File: src/rtl/mcu_cmd_if.sv
// Memory-bus handshake between the MCU command decoder (master) and the
// bus synchroniser (slave).
interface mcu_cmd_if #(
    parameter int ADDR_WIDTH = 17
);
    logic                  pending;
    logic [ADDR_WIDTH-1:0] addr;
    logic [7:0]            data_out;
    logic                  rw_b;
    logic                  done;
    logic [7:0]            bus_data_in;

    modport master (
        output pending, addr, data_out, rw_b,
        input  done, bus_data_in
    );

    modport slave (
        input  pending, addr, data_out, rw_b,
        output done, bus_data_in
    );
endinterface

File: src/rtl/mcu_cmd.sv
// Assembles SPI bytes into single memory-bus transactions and holds each one
// on the bus until the synchroniser reports completion.
module mcu_cmd #(
    parameter int ADDR_WIDTH = 17
) (
    input  logic             clk,
    input  logic             reset,
    input  logic [7:0]       rx_data,
    input  logic             rx_valid,
    input  logic             frame_reset,
    mcu_cmd_if.master        bus,
    output logic [7:0]       rd_data,
    output logic             rd_valid,
    output logic             overrun
);
    typedef enum logic [1:0] {IDLE, ARG, PENDING} state_e;
    typedef enum logic [1:0] {OP_WRITE_AT, OP_READ_AT, OP_WRITE_NEXT, OP_READ_NEXT} op_e;

    state_e                state_q, state_d;
    op_e                   op_q, op_d;
    logic [1:0]            cnt_q, cnt_d;
    logic                  a16_q, a16_d;
    logic [7:0]            data_stage_q, data_stage_d;
    logic [7:0]            hi_stage_q, hi_stage_d;
    logic [ADDR_WIDTH-1:0] addr_q, addr_d;
    logic [7:0]            data_out_q, data_out_d;
    logic                  rw_b_q, rw_b_d;
    logic                  pending_q, pending_d;
    logic [7:0]            rd_data_q, rd_data_d;
    logic                  rd_valid_q, rd_valid_d;
    logic                  overrun_q, overrun_d;

    logic                  byte_ok;

    // A byte coinciding with frame_reset is always dropped.
    assign byte_ok = rx_valid && !frame_reset;

    always_comb begin
        state_d      = state_q;
        op_d         = op_q;
        cnt_d        = cnt_q;
        a16_d        = a16_q;
        data_stage_d = data_stage_q;
        hi_stage_d   = hi_stage_q;
        addr_d       = addr_q;
        data_out_d   = data_out_q;
        rw_b_d       = rw_b_q;
        pending_d    = pending_q;
        rd_data_d    = rd_data_q;
        rd_valid_d   = 1'b0;
        overrun_d    = overrun_q;

        case (state_q)
            IDLE: begin
                if (byte_ok && !rx_data[7]) begin
                    op_d  = op_e'(rx_data[6:5]);
                    a16_d = rx_data[0];
                    case (op_e'(rx_data[6:5]))
                        OP_WRITE_AT: begin
                            cnt_d   = 2'd3;
                            state_d = ARG;
                        end
                        OP_READ_AT: begin
                            cnt_d   = 2'd2;
                            state_d = ARG;
                        end
                        OP_WRITE_NEXT: begin
                            cnt_d   = 2'd1;
                            state_d = ARG;
                        end
                        default: begin
                            rw_b_d    = 1'b1;
                            pending_d = 1'b1;
                            state_d   = PENDING;
                        end
                    endcase
                end
            end

            ARG: begin
                if (frame_reset) begin
                    state_d = IDLE;
                end else if (rx_valid) begin
                    cnt_d = cnt_q - 2'd1;
                    if (cnt_q == 2'd1) begin
                        // Argument bytes are staged so an aborted frame never
                        // disturbs the committed transaction fields.
                        case (op_q)
                            OP_WRITE_AT: begin
                                addr_d     = ADDR_WIDTH'({a16_q, hi_stage_q, rx_data});
                                data_out_d = data_stage_q;
                                rw_b_d     = 1'b0;
                            end
                            OP_READ_AT: begin
                                addr_d = ADDR_WIDTH'({a16_q, hi_stage_q, rx_data});
                                rw_b_d = 1'b1;
                            end
                            default: begin
                                data_out_d = rx_data;
                                rw_b_d     = 1'b0;
                            end
                        endcase
                        pending_d = 1'b1;
                        state_d   = PENDING;
                    end else if (cnt_q == 2'd3) begin
                        data_stage_d = rx_data;
                    end else begin
                        hi_stage_d = rx_data;
                    end
                end
            end

            PENDING: begin
                if (byte_ok) begin
                    overrun_d = 1'b1;
                end
                if (bus.done) begin
                    addr_d    = addr_q + ADDR_WIDTH'(1);
                    pending_d = 1'b0;
                    state_d   = IDLE;
                    if (rw_b_q) begin
                        rd_data_d  = bus.bus_data_in;
                        rd_valid_d = 1'b1;
                    end
                end
            end

            default: begin
                state_d   = IDLE;
                pending_d = 1'b0;
            end
        endcase
    end

    always_ff @(posedge clk or posedge reset) begin
        if (reset) begin
            state_q      <= IDLE;
            op_q         <= OP_WRITE_AT;
            cnt_q        <= '0;
            a16_q        <= 1'b0;
            data_stage_q <= '0;
            hi_stage_q   <= '0;
            addr_q       <= '0;
            data_out_q   <= '0;
            rw_b_q       <= 1'b1;
            pending_q    <= 1'b0;
            rd_data_q    <= '0;
            rd_valid_q   <= 1'b0;
            overrun_q    <= 1'b0;
        end else begin
            state_q      <= state_d;
            op_q         <= op_d;
            cnt_q        <= cnt_d;
            a16_q        <= a16_d;
            data_stage_q <= data_stage_d;
            hi_stage_q   <= hi_stage_d;
            addr_q       <= addr_d;
            data_out_q   <= data_out_d;
            rw_b_q       <= rw_b_d;
            pending_q    <= pending_d;
            rd_data_q    <= rd_data_d;
            rd_valid_q   <= rd_valid_d;
            overrun_q    <= overrun_d;
        end
    end

    assign bus.pending  = pending_q;
    assign bus.addr     = addr_q;
    assign bus.data_out = data_out_q;
    assign bus.rw_b     = rw_b_q;
    assign rd_data      = rd_data_q;
    assign rd_valid     = rd_valid_q;
    assign overrun      = overrun_q;
endmodule

File: src/flat_wrapper.sv
// flat-port wrapper written by rule: the top's interface ports become plain ports
module mcu_cmd_flat 
#(
    parameter int ADDR_WIDTH = 17
)
  (clk, reset, rx_data, rx_valid, frame_reset, rd_data, rd_valid, overrun, bus_pending, bus_addr, bus_data_out, bus_rw_b, bus_done, bus_bus_data_in);
  mcu_cmd_if #(.ADDR_WIDTH(ADDR_WIDTH)) bus_i ();
  input  logic clk;
  input  logic reset;
  input  logic [7:0] rx_data;
  input  logic rx_valid;
  input  logic frame_reset;
  output logic [7:0] rd_data;
  output logic rd_valid;
  output logic overrun;
  output wire logic [$bits(bus_i.pending)-1:0] bus_pending;
  output wire logic [$bits(bus_i.addr)-1:0] bus_addr;
  output wire logic [$bits(bus_i.data_out)-1:0] bus_data_out;
  output wire logic [$bits(bus_i.rw_b)-1:0] bus_rw_b;
  input wire logic [$bits(bus_i.done)-1:0] bus_done;
  input wire logic [$bits(bus_i.bus_data_in)-1:0] bus_bus_data_in;
  assign bus_pending = bus_i.pending;
  assign bus_addr = bus_i.addr;
  assign bus_data_out = bus_i.data_out;
  assign bus_rw_b = bus_i.rw_b;
  assign bus_i.done = bus_done;
  assign bus_i.bus_data_in = bus_bus_data_in;
  mcu_cmd #(.ADDR_WIDTH(ADDR_WIDTH)) u_core (.clk(clk), .reset(reset), .rx_data(rx_data), .rx_valid(rx_valid), .frame_reset(frame_reset), .bus(bus_i), .rd_data(rd_data), .rd_valid(rd_valid), .overrun(overrun));
endmodule
File: config.mk
export PLATFORM = sky130hd
export DESIGN_NAME = mcu_cmd_flat
export DESIGN_NICKNAME = d
export VERILOG_FILES = /design/src/rtl/mcu_cmd_if.sv /design/src/rtl/mcu_cmd.sv /design/src/flat_wrapper.sv
export SDC_FILE = /design/constraint.sdc
export NUM_CORES = 1
export LEC_CHECK = 0
export ABC_CLOCK_PERIOD_IN_PS = 4500
export BUFFER_PORTS_ARGS = -buffer_cell sky130_fd_sc_hd__buf_2
export CAP_MARGIN = 20
export CORE_MARGIN = 2
export CORE_UTILIZATION = 59
export DETAILED_ROUTE_END_ITERATION = 16
export MAX_ROUTING_LAYER = met4
export PLACE_DENSITY = 0.91
export SYNTH_ARGS = -nofsm -noshare
export SYNTH_HDL_FRONTEND = slang
export SYNTH_SLANG_ARGS = --single-unit
export TNS_END_PERCENT = 50
File: constraint.sdc
create_clock -name clk -period 4.5 [get_ports clk]
set_input_delay 0.45 -clock clk [delete_from_list [all_inputs] [get_ports clk]]
set_output_delay 0.45 -clock clk [all_outputs]
set_load 0.005 [all_outputs]
==> flow_metrics.py <==
metrics = {
    "global_route": {
        "grt_start_max_net_pins": 61,
        "grt_util_all_layers": 0.276,
        "grtUsageMet2": 0.413,
        "antenna_found_initial": 0,
        "grt_busiest_layer": "met2",
        "grt_pass1_vias": 2349,
        "grt_use_met3": 0.0860,
        "grt-ovfl-total": 0,
        "grt_pass1_wl_um": 11400,
        "grt_use_met1": 0.373,
    },
    "cts": {
        "hold_buffers": 0,
        "clockBufferDepth": 2,
        "cts_tree": "built",
        "path_clk_slew_ns": 0.07,
        "clock-root-buffer": "clkbuf_8",
        "cts-htree-levels": 3,
        "cts_setup_buffers": 0,
        "post_cts_resized": 0,
        "cts_buffers": 9,
        "clkLatencyLatePin_ns": 0.36,
        "cts_sinks": 60,
    },
    "run_status": {
        "status": "completed",
    },
    "timing": {
        "fin_tns_setup_ns": 0,
        "grt_setup_unrepaired": "false",
        "setup_viol": 0,
        "skew_ns": 0.0123,
        "max_slew_margin": 0.388,
        "worst_slew_pin_slew_ns": 0.918,
        "hold_viol_final": 0,
        "timing.fmax_ghz": 0.463,
        "min_period_ns": 2.16,
        "fin_crit_sh": 0.480,
        "maxSlewViolCount": 0,
    },
    "pwr": {
        "p_leak_nw": 1.63,
        "pwr-share-comb": 0.282,
        "pwr-share-seq": 0.455,
        "power_switching_mw": 0.714,
        "ir_drop_mv": 0.342,
        "p_per_area_nw_per_um2": 586,
        "p_clk_frac": 0.263,
        "switching_share": 0.342,
        "intPower_mw": 1.37,
    },
    "yosys": {
        "synth_edf_count": 0,
        "synth.area.mux_share": 0.126,
        "synth_top_family_by_area": "compound AO/OA/AOI/OAI gates",
        "synthFlopType": "dfrtp_1",
        "yosys-top-cells-area": "dfrtp_1 (49%), mux2_2 (9.6%), a21oi_1 (4.9%), mux2i_1 (3.0%), o21ai_0 (2.8%)",
        "synthSimpleGateAreaFrac": 0.155,
        "yosysTopAreaCell": "dfrtp_1",
        "synth.top_cell.area_share": 0.485,
        "seq_area_frac_synth": 0.494,
        "synth_cell_types": 54,
        "synth-async-reset-ratio": 1.00,
        "synth-adder-area-share": 0.0123,
        "syn_inst": 283,
        "synth_seq_cells": 60,
        "syn_area_per_cell_um2": 10.8,
        "netlist_area_um2": 3040,
        "synthXorXnorAreaFrac": 0,
        "syn-num-nets": 307,
        "synth_compound_area_frac": 0.173,
        "yosysWarnings": 0,
    },
    "drt": {
        "final_antenna_net_count": 0,
        "vias": 2527,
        "routed_wirelength_um": 6900,
        "viasPerCell": 6.10,
        "dr.pass1.iters": 5,
        "drtIter0Drc": 316,
        "post-route-drc-count": 0,
        "wl_per_cell_um": 16.7,
    },
    "floorplanning": {
        "chipHeight_um": 75.8,
        "initial_core_util": 0.603,
        "core-area_um2": 5040,
        "rows": 26,
        "io_pins": 58,
        "die_area_um2": 5750,
        "die-width_um": 75.8,
    },
    "setup_path": {
        "critPathSlowestCell": "a21oi_1",
        "worstPathRequired_ns": 4.74,
        "worstPathCellList": "ha_1 -> and3b_1 -> a21oi_1 -> a21oi_1 -> o22a_2",
        "cp_max_fo": 11,
        "cp-end-kind": "flop",
        "cpPeakStageDelay_ns": 0.72,
        "critPathBufInv": 0,
        "crit_path_start_kind": "flop",
        "cp.arrival_ns": 2.40,
        "path_delay_family": "compound AO/OA/AOI/OAI gates",
        "cp_common_cell": "a21oi_1",
        "critPathKind": "flop to flop",
    },
    "layout": {
        "drive_gt1_frac": 0.343,
        "nets": 363,
        "layout.cells.non_filler": 414,
        "area_growth_pct": 17.1,
        "fill_cells": 364,
        "multi_input_area_um2": 1420,
        "ff_latch_area_um2": 1500,
        "num_antenna_cells": 0,
    },
    "placement": {
        "io_buffers": 57,
        "post-place-cells": 398,
        "hpwl_um": 4680,
        "gp_congestion": 0.918,
    },
    "min_path": {
        "hold_class": "input port to asynchronous set/reset pin",
    },
    "run": {
        "maxCapViolCount": 0,
    },
}
metal layers:
layer	share of wire	wire, um
met1	0.44	3040
met2	0.48	3290
met3	0.070	484
met4	0.012	83
met5	0	0
cell usage in the layout (no fill, tap or decap), types with 3 or more instances in the layout:
master	n
dfrtp_1	59
buf_2	57
a21oi_1	30
mux2_2	26
nor2_1	21
nand2_1	18
o21ai_0	17
mux2i_1	9
clkbuf_8	9
inv_1	7
nand4_1	7
o22ai_1	5
nor3_1	4
a211oi_1	4
nor2b_1	3
a31oi_1	3
nand3_1	3
and3_1	3
o31ai_1	3
ha_1	3
cells in the mapped netlist (3+ instances only):
cell type and count:
dfrtp_1 59, a21oi_1 30, mux2_2 26, nor2_1 21, nand2_1 18, o21ai_0 17, mux2i_1 9, inv_1 8
nand4_1 7, buf_2 6, o22ai_1 5, a211oi_1 4, nor3_1 4, a31oi_1 3, and3_1 3, buf_6 3
clkbuf_1 3, ha_1 3, nand3_1 3, nor2b_1 3, o31ai_1 3
per-stage QoR:
step           hold WS, ns  worst slack [ns]  utilization  power (mW)  area, um^2
6_report             0.295              2.34        0.707        2.09        3560
4_1_cts              0.320              2.42        0.707        2.09        3560
3_3_place_gp         0.458              2.53        0.663        1.50        3340
3_5_place_dp         0.470              2.45        0.663        1.54        3340
5_1_grt              0.327              2.27        0.707        2.23        3560
2_1_floorplan        0.456              2.57            -        1.29        3040
worst paths after layout:
check,startpoint,end,slack [ns],depth (start not counted)
worst max-delay path,u_core.cnt_q[0]$_DFFE_PP0P_,u_core.bus.addr[16]$_DFFE_PP0P_,2.34,5
worst min-delay path,reset,u_core.bus.pending$_DFFE_PP0P_,0.30,3
worst max register to register,u_core.cnt_q[0]$_DFFE_PP0P_,u_core.bus.addr[16]$_DFFE_PP0P_,2.34,5
worst min register to register,u_core.bus.rw_b$_DFFE_PP1P_,u_core.bus.rw_b$_DFFE_PP1P_,0.47,2
max in group asynchronous,reset,u_core.hi_stage_q[3]$_DFFE_PP0P_,3.73,3
min in group clk,bus_bus_data_in[4],u_core.rd_data[4]$_DFFE_PP0P_,0.33,2
power groups by stage:
stage / combinational (mW) / sequential [mW] / clock [mW]
final: 0.589 / 0.949 / 0.548
after detailed placement: 0.589 / 0.953 / 0
after global placement: 0.562 / 0.939 / 0
after CTS: 0.593 / 0.945 / 0.553
after floorplan: 0.372 / 0.915 / 0
after global routing: 0.667 / 0.983 / 0.576
cell type report:
class                           count  share of cell area
Sequential cell                    60               0.422
Clock inverter                      7              0.0277
Clock buffer                        9              0.0348
Inverter                            8             0.00843
Tap cell                           70              0.0246
Timing Repair Buffer               59              0.0843
Multi-Input combinational cell    201               0.399
tightest hold or removal path, cell delays in order:
cell   delay (ns)
buf_2        0.10
inv_2        0.03
buf_4        0.57
flip-flops by register name, indices dropped and copies added, names as in the netlist:
name / cells
u_core.a16_q: 1
u_core.bus.addr: 17
u_core.bus.data_out: 8
u_core.bus.pending: 1
u_core.bus.rw_b: 1
u_core.cnt_q: 2
u_core.data_stage_q: 8
u_core.hi_stage_q: 8
u_core.op_q: 2
u_core.overrun: 1
u_core.rd_data: 8
u_core.rd_valid: 1
u_core.state_q: 2
cells by family (layout without fill, tap and decap cells):
kind of cell               count (synthesis)  count (layout)
adders and majority gates                  3               3
muxes                                     35              35
buffers and inverters                     22              83
AOI/OAI and AO/OA                         83              83
and+or+nand+nor                           80              80
DFF                                       60              60
(Power assumes the default switching activity.)
